**config.mk**
```make
export PLATFORM = sky130hd
export DESIGN_NAME = uart_frame_decoder_flat
export DESIGN_NICKNAME = d
export VERILOG_FILES = /design/src/rtl/uart_frame_decoder_if.sv /design/src/rtl/uart_frame_decoder.sv /design/src/flat_wrapper.sv
export SDC_FILE = /design/constraint.sdc
export NUM_CORES = 1
export LEC_CHECK = 0
export CAP_MARGIN = 15
export CORE_MARGIN = 4
export CORE_UTILIZATION = 36
export DETAILED_ROUTE_END_ITERATION = 12
export SYNTH_ARGS = -nofsm -noshare
export SYNTH_HDL_FRONTEND = slang
export SYNTH_SLANG_ARGS = --single-unit
```
**constraint.sdc**
```tcl
create_clock -name clk -period 2.55 [get_ports clk]
set_clock_uncertainty 0.2 [all_clocks]
set_input_delay 0.51 -clock clk [delete_from_list [all_inputs] [get_ports clk]]
set_output_delay 0.51 -clock clk [all_outputs]
set_load 0.01 [all_outputs]
```
**src/rtl/uart_frame_decoder_if.sv**
```systemverilog
// Byte-in and packet-out streams of uart_frame_decoder, plus its error report.
// The master modport is the environment side; the slave modport is the decoder.
interface uart_frame_decoder_if #(
  parameter int unsigned DATA_WIDTH = 8
);
  logic [DATA_WIDTH-1:0] byte_in;
  logic                  byte_in_val;
  logic                  byte_in_rdy;
  logic [DATA_WIDTH-1:0] pkt_data;
  logic                  pkt_val;
  logic                  pkt_rdy;
  logic                  pkt_last;
  logic                  frame_err;
  logic [1:0]            err_code;

  modport master (
    output byte_in, byte_in_val, pkt_rdy,
    input  byte_in_rdy, pkt_data, pkt_val, pkt_last, frame_err, err_code
  );

  modport slave (
    input  byte_in, byte_in_val, pkt_rdy,
    output byte_in_rdy, pkt_data, pkt_val, pkt_last, frame_err, err_code
  );
endinterface

```
**src/rtl/uart_frame_decoder.sv**
```systemverilog
// Hunts for SYNC, parses LEN/payload/CSUM, buffers the payload and releases it only on a good sum.
// Optional inter-byte timeout is enabled by defining UART_FRAME_TIMEOUT_EN.
module uart_frame_decoder #(
  parameter int unsigned           DATA_WIDTH     = 8,
  parameter int unsigned           MAX_PAYLOAD    = 16,
  parameter logic [DATA_WIDTH-1:0] SYNC_BYTE      = 8'hA5,
  parameter int unsigned           TIMEOUT_CYCLES = 1_000_000
) (
  input logic                   clk,
  input logic                   reset_n,
  uart_frame_decoder_if.slave   bus_io
);

  localparam int unsigned           IdxW   = (MAX_PAYLOAD > 1) ? $clog2(MAX_PAYLOAD) : 1;
  localparam logic [DATA_WIDTH-1:0] MaxLen = DATA_WIDTH'(MAX_PAYLOAD);

  if (DATA_WIDTH != 8 || MAX_PAYLOAD < 1 || MAX_PAYLOAD > 255 || TIMEOUT_CYCLES < 2)
  begin : g_bad_param
    $error("uart_frame_decoder: unsupported parameter combination");
  end

  typedef enum logic [2:0] {
    StHunt,
    StLen,
    StPayload,
    StCheck,
    StDrain
  } state_e;

  state_e                state_q, state_d;
  logic [DATA_WIDTH-1:0] len_q, len_d;
  logic [DATA_WIDTH-1:0] sum_q, sum_d;
  logic [DATA_WIDTH-1:0] idx_q, idx_d;
  logic [DATA_WIDTH-1:0] rd_idx_q, rd_idx_d;
  logic                  frame_err_q, frame_err_d;
  logic [1:0]            err_code_q, err_code_d;
  logic [DATA_WIDTH-1:0] mem_q [MAX_PAYLOAD];

  logic acc;
  logic wr_en;
  logic drain_last;

  // byte_in_rdy is held low for the whole reset assertion, not just from the next edge.
  assign bus_io.byte_in_rdy = reset_n && (state_q != StDrain);
  assign acc                = bus_io.byte_in_val && bus_io.byte_in_rdy;
  assign drain_last         = (rd_idx_q == len_q - 1'b1);

  assign bus_io.pkt_val   = (state_q == StDrain);
  assign bus_io.pkt_last  = (state_q == StDrain) && drain_last;
  assign bus_io.pkt_data  = (state_q == StDrain) ? mem_q[rd_idx_q[IdxW-1:0]] : '0;
  assign bus_io.frame_err = frame_err_q;
  assign bus_io.err_code  = err_code_q;

`ifdef UART_FRAME_TIMEOUT_EN
  logic [31:0] tmo_q, tmo_d;
  logic        tmo_active;
  logic        tmo_expire;

  assign tmo_active = (state_q == StLen) || (state_q == StPayload) || (state_q == StCheck);
  // An accepted byte in the expiry cycle takes priority over the timeout.
  assign tmo_expire = tmo_active && !acc && (tmo_q == 32'(TIMEOUT_CYCLES - 1));

  always_comb begin
    tmo_d = tmo_q + 32'd1;
    if (!tmo_active || acc) begin
      tmo_d = '0;
    end
  end

  always_ff @(posedge clk or negedge reset_n) begin
    if (!reset_n) begin
      tmo_q <= '0;
    end else begin
      tmo_q <= tmo_d;
    end
  end
`endif

  always_comb begin
    state_d     = state_q;
    len_d       = len_q;
    sum_d       = sum_q;
    idx_d       = idx_q;
    rd_idx_d    = rd_idx_q;
    frame_err_d = 1'b0;
    err_code_d  = err_code_q;
    wr_en       = 1'b0;

    unique case (state_q)
      StHunt: begin
        if (acc && bus_io.byte_in == SYNC_BYTE) begin
          state_d = StLen;
        end
      end
      StLen: begin
        if (acc) begin
          if (bus_io.byte_in == '0 || bus_io.byte_in > MaxLen) begin
            frame_err_d = 1'b1;
            err_code_d  = 2'd1;
            state_d     = StHunt;
          end else begin
            len_d   = bus_io.byte_in;
            sum_d   = bus_io.byte_in;
            idx_d   = '0;
            state_d = StPayload;
          end
        end
      end
      StPayload: begin
        if (acc) begin
          wr_en = 1'b1;
          sum_d = sum_q + bus_io.byte_in;
          idx_d = idx_q + 1'b1;
          if (idx_q == len_q - 1'b1) begin
            state_d = StCheck;
          end
        end
      end
      StCheck: begin
        if (acc) begin
          if (bus_io.byte_in == sum_q) begin
            rd_idx_d = '0;
            state_d  = StDrain;
          end else begin
            frame_err_d = 1'b1;
            err_code_d  = 2'd2;
            state_d     = StHunt;
          end
        end
      end
      StDrain: begin
        if (bus_io.pkt_rdy) begin
          rd_idx_d = rd_idx_q + 1'b1;
          if (drain_last) begin
            state_d = StHunt;
          end
        end
      end
      default: state_d = StHunt;
    endcase

`ifdef UART_FRAME_TIMEOUT_EN
    if (tmo_expire) begin
      frame_err_d = 1'b1;
      err_code_d  = 2'd3;
      state_d     = StHunt;
    end
`endif
  end

  always_ff @(posedge clk or negedge reset_n) begin
    if (!reset_n) begin
      state_q     <= StHunt;
      len_q       <= '0;
      sum_q       <= '0;
      idx_q       <= '0;
      rd_idx_q    <= '0;
      frame_err_q <= 1'b0;
      err_code_q  <= 2'd0;
    end else begin
      state_q     <= state_d;
      len_q       <= len_d;
      sum_q       <= sum_d;
      idx_q       <= idx_d;
      rd_idx_q    <= rd_idx_d;
      frame_err_q <= frame_err_d;
      err_code_q  <= err_code_d;
    end
  end

  // Payload storage needs no reset; it is always written before it is read.
  always_ff @(posedge clk) begin
    if (wr_en) begin
      mem_q[idx_q[IdxW-1:0]] <= bus_io.byte_in;
    end
  end

endmodule

```
**src/flat_wrapper.sv**
```systemverilog
// flat-port wrapper written by rule: the top's interface ports become plain ports
module uart_frame_decoder_flat 
#(
  parameter int unsigned           DATA_WIDTH     = 8,
  parameter int unsigned           MAX_PAYLOAD    = 16,
  parameter logic [DATA_WIDTH-1:0] SYNC_BYTE      = 8'hA5,
  parameter int unsigned           TIMEOUT_CYCLES = 1_000_000
)
  (clk, reset_n, bus_io_byte_in, bus_io_byte_in_val, bus_io_pkt_rdy, bus_io_byte_in_rdy, bus_io_pkt_data, bus_io_pkt_val, bus_io_pkt_last, bus_io_frame_err, bus_io_err_code);
  uart_frame_decoder_if #(.DATA_WIDTH(DATA_WIDTH)) bus_io_i ();
  input logic clk;
  input logic reset_n;
  input wire logic [$bits(bus_io_i.byte_in)-1:0] bus_io_byte_in;
  input wire logic [$bits(bus_io_i.byte_in_val)-1:0] bus_io_byte_in_val;
  input wire logic [$bits(bus_io_i.pkt_rdy)-1:0] bus_io_pkt_rdy;
  output wire logic [$bits(bus_io_i.byte_in_rdy)-1:0] bus_io_byte_in_rdy;
  output wire logic [$bits(bus_io_i.pkt_data)-1:0] bus_io_pkt_data;
  output wire logic [$bits(bus_io_i.pkt_val)-1:0] bus_io_pkt_val;
  output wire logic [$bits(bus_io_i.pkt_last)-1:0] bus_io_pkt_last;
  output wire logic [$bits(bus_io_i.frame_err)-1:0] bus_io_frame_err;
  output wire logic [$bits(bus_io_i.err_code)-1:0] bus_io_err_code;
  assign bus_io_i.byte_in = bus_io_byte_in;
  assign bus_io_i.byte_in_val = bus_io_byte_in_val;
  assign bus_io_i.pkt_rdy = bus_io_pkt_rdy;
  assign bus_io_byte_in_rdy = bus_io_i.byte_in_rdy;
  assign bus_io_pkt_data = bus_io_i.pkt_data;
  assign bus_io_pkt_val = bus_io_i.pkt_val;
  assign bus_io_pkt_last = bus_io_i.pkt_last;
  assign bus_io_frame_err = bus_io_i.frame_err;
  assign bus_io_err_code = bus_io_i.err_code;
  uart_frame_decoder #(.DATA_WIDTH(DATA_WIDTH), .MAX_PAYLOAD(MAX_PAYLOAD), .SYNC_BYTE(SYNC_BYTE), .TIMEOUT_CYCLES(TIMEOUT_CYCLES)) u_core (.clk(clk), .reset_n(reset_n), .bus_io(bus_io_i));
endmodule
```
==> flow_summary_export.csv, run 1 <==
group,metric,value,unit
placement,port_buffers,25,
global_routing,grt_max_degree,22,
synth,avgSynthCellArea,14.9,um^2
routing,drtPass1Iterations,4,
min_path,hold_path_depth,2,
floorplanning,die_w,153,um
setup_path,worstPathArrival,2.48,ns
final_layout,area_growth,26.6,%
floorplanning,num_rows,52,
setup_path,cp-start-kind,"register",
routing,drc,0,
sta,slew_violations,0,
synth,synth_fp_nets,536,
routing,drt-total-wl,17600,um
synth,synth_fa_ha_area_share,2.40,%
synth,synth.distinct_cells,58,
synth,ys_seq_area_share,63.1,%
status,outcome,"complete, but fails checks",
routing,drt_iter0_markers,327,
synth,ys_warn_count,0,
synth,synthXorXnorAreaFrac,3.80,%
setup_path,worstReg2RegStart,"u_core.len_q[1]$_DFFE_PN0P_",
cts,cts_max_level,4,
synth,synth-edff-count,128,
routing,via_count,4672,
global_routing,grt_usage,15.6,%
min_path,hold_path_class,"reg2reg",
global_routing,grt_pass1_wl,28200,um
final_layout,drive_gt1_share,33.6,%
floorplanning,core-area,20500,um^2
sta,setup_ws,-0.643,ns
global_routing,grt.overflow.total,0,
synth,synth.area.mux_share,12.3,%
synth,syn-cell-area,7600,um^2
cts,clockRootBuffer,"clkbuf_16",
synth,yosys.area.top_type,"edfxtp_1",
routing,avgViaCountPerCell,5.12,
synth,synthArstFlopShare,22.9,%
sta,max_slew_margin,74.2,%
synth,synth_top_family_by_area,"multiplexers",
setup_path,crit_type,"reg2out",
setup_path,reg2reg_depth,9,
synth,synth_area_leaders,"edfxtp_1 51%, dfrtp_1 13%, mux4_2 12%",
cts,clk_pin_slew,0.07,ns
placement,dp_hpwl,12300,um
synth,yosysMostFrequentCell,"edfxtp_1",
sta,fmax,313,MHz
min_path,hp-start,"u_core.sum_q[3]$_DFFE_PN0P_",
status,violations,"negative setup slack",
synth,yosys.area_share.simple,10.4,%
setup_path,crit_required,1.84,ns
final_layout,diodes,0,
synth,synth-compound-area-share,5.35,%
floorplanning,io_pins,26,
setup_path,r2r_end,"u_core.state_q[0]$_DFFE_PN0P_",
sta,tns,-5.14,ns
synth,synth_seq_cells,166,
power_and_ir_drop,peakVddDrop,0.518,mV
sta,setup_viol,10,
cts,clock-sinks,166,
sta,timing.final.crit_share,125,%
power_and_ir_drop,p_total,6.30,mW
sta,hold_viol_final,0,
final_layout,nets,656,
floorplanning,design.die.area,23500,um^2
floorplanning,die_y,153,um
synth,synth_cells,510,
final_layout,instances_no_fill,913,
setup_path,critPathCaptureType,"output pin",
sta,fin_crit,3.19,ns
synth,netlist.area_leader.share,50.6,%
synth,synth_ff_type,"edfxtp_1",
setup_path,path_max_fanout,6,
placement,dp.cells,869,
cts,cts_buffer_depth,2,
sta,worst_slew_pin_slew,0.387,ns
cts,clkLatencyLatePin,0.42,ns
placement,dp_slack,-0.759,ns
global_routing,antenna_found_initial,0,
job,cap_violations,0,
floorplanning,initial_utilization,37.1,%
cts,cts_tree,"done",
routing,routedWlPerCell,19.3,um
setup_path,regToRegSetupSlack,-0.02,ns
min_path,hold_end,"u_core.sum_q[3]$_DFFE_PN0P_",
sta,rsz0062_at_grt,"yes",
power_and_ir_drop,p_per_area,655,nW/um^2
cts,numCtsBuffers,17,
global_routing,grt_pass1_vias,4878,
routing,antenna_left,0,
synth,netlist_top_cells_count,"128 x edfxtp_1, 40 x mux4_2, 38 x dfrtp_1, 38 x nand2_1, 38 x nor2_1",
power_and_ir_drop,leakage,3.53,nW
placement,gp_congestion,0.825,
[placed cells by master, fill, tap and decap left out, types with 5 or more instances in the layout]
master	n
ha_1	9
nand2b_1	7
inv_1	11
and2_1	7
clkbuf_16	17
and3_1	6
buf_4	88
buf_6	9
xnor2_1	17
edfxtp_1	128
buf_12	7
mux4_2	40
dfrtp_1	36
clkdlybuf4s50_1	9
o21ai_1	12
nor2_1	36
nand4_1	5
nor3_1	10
nand2_1	37
a21oi_1	10
nand3_1	11
clkinvlp_4	5
and2_4	6
o21ai_0	14
xor2_1	14
[how the worst max path moves through the flow]
stage / start / slack [ns] / endpoint
floorplan: u_core.rd_idx_q[0]$_DFFE_PN0P_ / 0.008 / bus_io_pkt_data[0]
global placement: bus_io_byte_in[0] / -0.64 / u_core.rd_idx_q[7]$_DFFE_PN0P_
detailed placement: bus_io_byte_in[0] / -0.76 / u_core.rd_idx_q[7]$_DFFE_PN0P_
CTS: u_core.rd_idx_q[0]$_DFFE_PN0P_ / -0.67 / bus_io_pkt_data[1]
global route: u_core.rd_idx_q[0]$_DFFE_PN0P_ / -0.70 / bus_io_pkt_data[2]
finish: u_core.rd_idx_q[0]$_DFFE_PN0P_ / -0.64 / bus_io_pkt_data[1]
[worst max-delay path, stage by stage (launching register included)]
cell	delay [ns]
dfrtp_2	0.49
buf_12	0.14
buf_12	0.12
mux4_2	0.56
mux4_2	0.48
and2_4	0.15
buf_6	0.11
[repair_timing]
item | 4_1_cts | 5_1_grt
setup buffers | 12 | 0
hold endpoints to repair | 38 | 0
resized for setup | 66 | 16
hold buffers | 1 | 0
setup endpoints to repair | 20 | 21
gates cloned | 1 | 0
pin swaps | 12 | 8
[metrics by stage]
step / hold slack (ns) / area [um^2] / utilization [%]
3_3_place_gp: 0.267 / 8750 / 42.7
2_1_floorplan: 0.0144 / 7610 / -
4_1_cts: 0.294 / 9570 / 46.7
6_report: 0.294 / 9610 / 46.9
5_1_grt: 0.310 / 9610 / 46.9
3_5_place_dp: 0.279 / 8750 / 42.7
[layout make-up]
| type | instances | area (um^2) |
|---|---|---|
| fill | 1794 | 10900 |
| clock buffer | 17 | 425 |
| clock inverter | 15 | 169 |
| inverter | 13 | 51.3 |
| tap | 270 | 338 |
| multi-input combinational | 306 | 2720 |
| sequential | 166 | 4800 |
| timing repair buffer | 126 | 1110 |
[report_power, final]
part           internal, mW  switching [mW]
logic                 0.339           0.358
registers              2.98          0.0603
clock network          1.47            1.09
[registers in the layout, summed over array words and instances (netlist names)]
register / cells
u_core.bus_io.frame_err: 1
u_core.rd_idx_q: 8
u_core.bus_io.err_code: 2
u_core.sum_q: 8
u_core.state_q: 3
u_core.len_q: 8
u_core.idx_q: 8
u_core.mem_q: 128
[logic make-up after synthesis]
group / Yosys count
XOR/XNOR: 33
buffers and inverters: 38
multiplexers: 43
flip-flops: 166
AND/OR/NAND/NOR: 155
adder cells (fa/ha/maj): 14
AO/OA/AOI/OAI: 61
[layer usage]
| layer | vias to the layer above | wire length (um) | track usage (%) |
|---|---|---|---|
| met3 | 9 | 574 | 2.63 |
| met4 | 0 | 151 | 4.29 |
| li1 | 2174 | - | - |
| met5 | - | 0 | 0 |
| met2 | 78 | 9040 | 26.4 |
| met1 | 2411 | 7880 | 21.0 |
No activity file was read; power rests on OpenSTA's default activity.
==> run 2, diff against run 1 <==
--- a/config.mk
+++ b/config.mk
@@ -9,6 +9,7 @@
 export CORE_MARGIN = 4
 export CORE_UTILIZATION = 36
 export DETAILED_ROUTE_END_ITERATION = 12
+export HOLD_SLACK_MARGIN = 0.02
 export SYNTH_ARGS = -nofsm -noshare
 export SYNTH_HDL_FRONTEND = slang
 export SYNTH_SLANG_ARGS = --single-unit
==> results of run 2 <==
The final DEF is identical to that of run 1; final timing and power are the same.
==> run 3, diff against run 2 <==
--- a/config.mk
+++ b/config.mk
@@ -10,6 +10,7 @@
 export CORE_UTILIZATION = 36
 export DETAILED_ROUTE_END_ITERATION = 12
 export HOLD_SLACK_MARGIN = 0.02
+export RECOVER_POWER = 50
 export SYNTH_ARGS = -nofsm -noshare
 export SYNTH_HDL_FRONTEND = slang
 export SYNTH_SLANG_ARGS = --single-unit
==> run 3 against run 2 <==
Effect of this change: fmax is 0.11% higher; sequential share of layout area is 0.28 points higher; first-iteration DRC count is 8.0% higher; non-clock buffer count stayed put; the run still ends with negative setup slack left; via count hardly changed; largest power group unchanged; largest cell class unchanged; cell area is 0.56% lower.
==> flow_summary_export.csv, run 3 (synthesis results as in run 1) <==
group,metric,value,unit
cts,clock-sinks,166,
setup_path,crit_top_cell,"mux4_2",
setup_path,crit_required,1.84,ns
placement,gp_congestion,0.825,
floorplanning,io_pins,26,
min_path,hold_path_class,"reg2reg",
global_routing,grt_pass1_wl,28200,um
setup_path,cp-start-kind,"register",
setup_path,worstPathArrival,2.48,ns
sta,hold_viol_final,0,
global_routing,grt_pass1_vias,4878,
status,outcome,"complete, but fails checks",
floorplanning,core-area,20500,um^2
floorplanning,initial_utilization,37.1,%
final_layout,drive_gt1_share,31.7,%
sta,fin_hold_ws,0.293,ns
sta,worst_slew_pin_slew,1.18,ns
cts,cts_tree,"done",
min_path,hp-start,"u_core.sum_q[3]$_DFFE_PN0P_",
sta,timing.final.crit_share,125,%
routing,avgViaCountPerCell,5.12,
setup_path,regToRegSetupSlack,-0.02,ns
placement,dp_hpwl,12300,um
sta,rsz0062_at_grt,"yes",
placement,dp.cells,869,
routing,drc,0,
status,violations,"negative setup slack",
cts,cts_buffer_depth,2,
setup_path,path_max_fanout,5,
setup_path,crit_slowest_cell,"mux4_2",
cts,clockRootBuffer,"clkbuf_16",
sta,setup_ws,-0.639,ns
sta,max_slew_margin,21.2,%
power_and_ir_drop,leakage,3.47,nW
cts,clkLatencyLatePin,0.42,ns
final_layout,diodes,0,
routing,drt_iter0_markers,353,
sta,tns,-10.02,ns
setup_path,cp-startpoint,"u_core.rd_idx_q[0]$_DFFE_PN0P_",
power_and_ir_drop,peakVddDrop,0.522,mV
routing,routedWlPerCell,19.4,um
cts,numCtsBuffers,17,
routing,antenna_left,0,
placement,port_buffers,25,
placement,dp_slack,-0.759,ns
setup_path,worstReg2RegStart,"u_core.len_q[1]$_DFFE_PN0P_",
final_layout,nets,656,
final_layout,largest_reg_flops,128,
sta,slew_violations,0,
placement,post_dp_cell_area,8750,um^2
setup_path,path_cells,"buf_12 -> buf_4 -> mux4_2 -> mux4_2 -> and2_1 -> buf_2",
final_layout,mostFrequentLayoutCell,"edfxtp_1",
job,cap_violations,0,
cts,clk_pin_slew,0.07,ns
floorplanning,die_w,153,um
sta,fmax,314,MHz
floorplanning,die_y,153,um
final_layout,utilization,46.6,%
final_layout,final_cell_mix,"128 x edfxtp_1, 76 x buf_4, 40 x mux4_2, 37 x nand2_1",
setup_path,crit_path_max_incr_delay,0.53,ns
global_routing,antenna_found_initial,0,
final_layout,final_area,9560,um^2
final_layout,instances_no_fill,913,
global_routing,grt.overflow.total,0,
sta,fin_crit,3.19,ns
setup_path,crit_type,"reg2out",
final_layout,area_growth,25.8,%
power_and_ir_drop,p_total,6.29,mW
routing,drt-total-wl,17700,um
global_routing,grt_max_degree,22,
routing,via_count,4674,
routing,drtPass1Iterations,4,
floorplanning,design.die.area,23500,um^2
global_routing,grt_usage,15.6,%
power_and_ir_drop,p_per_area,658,nW/um^2
setup_path,critPathCaptureType,"output pin",
cts,cts_max_level,4,
floorplanning,num_rows,52,
sta,setup_viol,39,
run 3: cell count changes in the layout (fill, tap and decap cells not counted):
cell	before	now
clkbuf_4	0	1
dlymetal6s2s_1	2	0
dlygate4sd3_1	1	5
clkdlybuf4s50_1	9	5
clkbuf_1	0	13
buf_4	88	76
buf_2	4	3
clkdlybuf4s25_1	0	1
run 3: repair_timing:
action / CTS / global route
setup buffers: 12 / 0
resized for setup: 66 / 16
hold buffers: 1 / 0
setup endpoints to repair: 20 / 21
endpoints found under the hold margin: 38 / 0
pin swaps: 12 / 8
cloned: 1 / 0
run 3: layout make-up:
type,count,area (um^2)
multi-input combinational,306,2720
inverter,13,51.3
timing repair buffer,126,1060
tap,270,338
fill,1799,10900
clock buffer,17,425
sequential,166,4800
clock inverter,15,169
run 3: critical path, delay by kind of cell (launching register included):
| family | cells | cell delay [ns] |
|---|---|---|
| buffers and inverters | 3 | 0.39 |
| multiplexers | 2 | 1.00 |
| flip-flops | 1 | 0.49 |
| AND/OR/NAND/NOR | 1 | 0.17 |
run 3: layer usage:
metal | GRT usage [%] | routed length, um
met5 | 0 | 0
met2 | 26.4 | 9050
met4 | 4.29 | 171
met1 | 21.0 | 7760
met3 | 2.63 | 715
run 3: path summary, 6_finish.rpt:
kind,end,cells after the start
worst max-delay path,bus_io_pkt_data[0],6
worst min-delay path,u_core.sum_q[3]$_DFFE_PN0P_,2
worst max register to register,u_core.state_q[0]$_DFFE_PN0P_,9
worst min register to register,u_core.sum_q[3]$_DFFE_PN0P_,2
max in group asynchronous,u_core.state_q[2]$_DFFE_PN0P_,3
min in group asynchronous,u_core.idx_q[5]$_DFFE_PN0P_,3
run 3: power breakdown:
part           internal, mW  switching (mW)  leakage [nW]
Sequential             2.98          0.0595          1.65
Combinational         0.326           0.360          1.54
Clock                  1.47            1.10         0.277
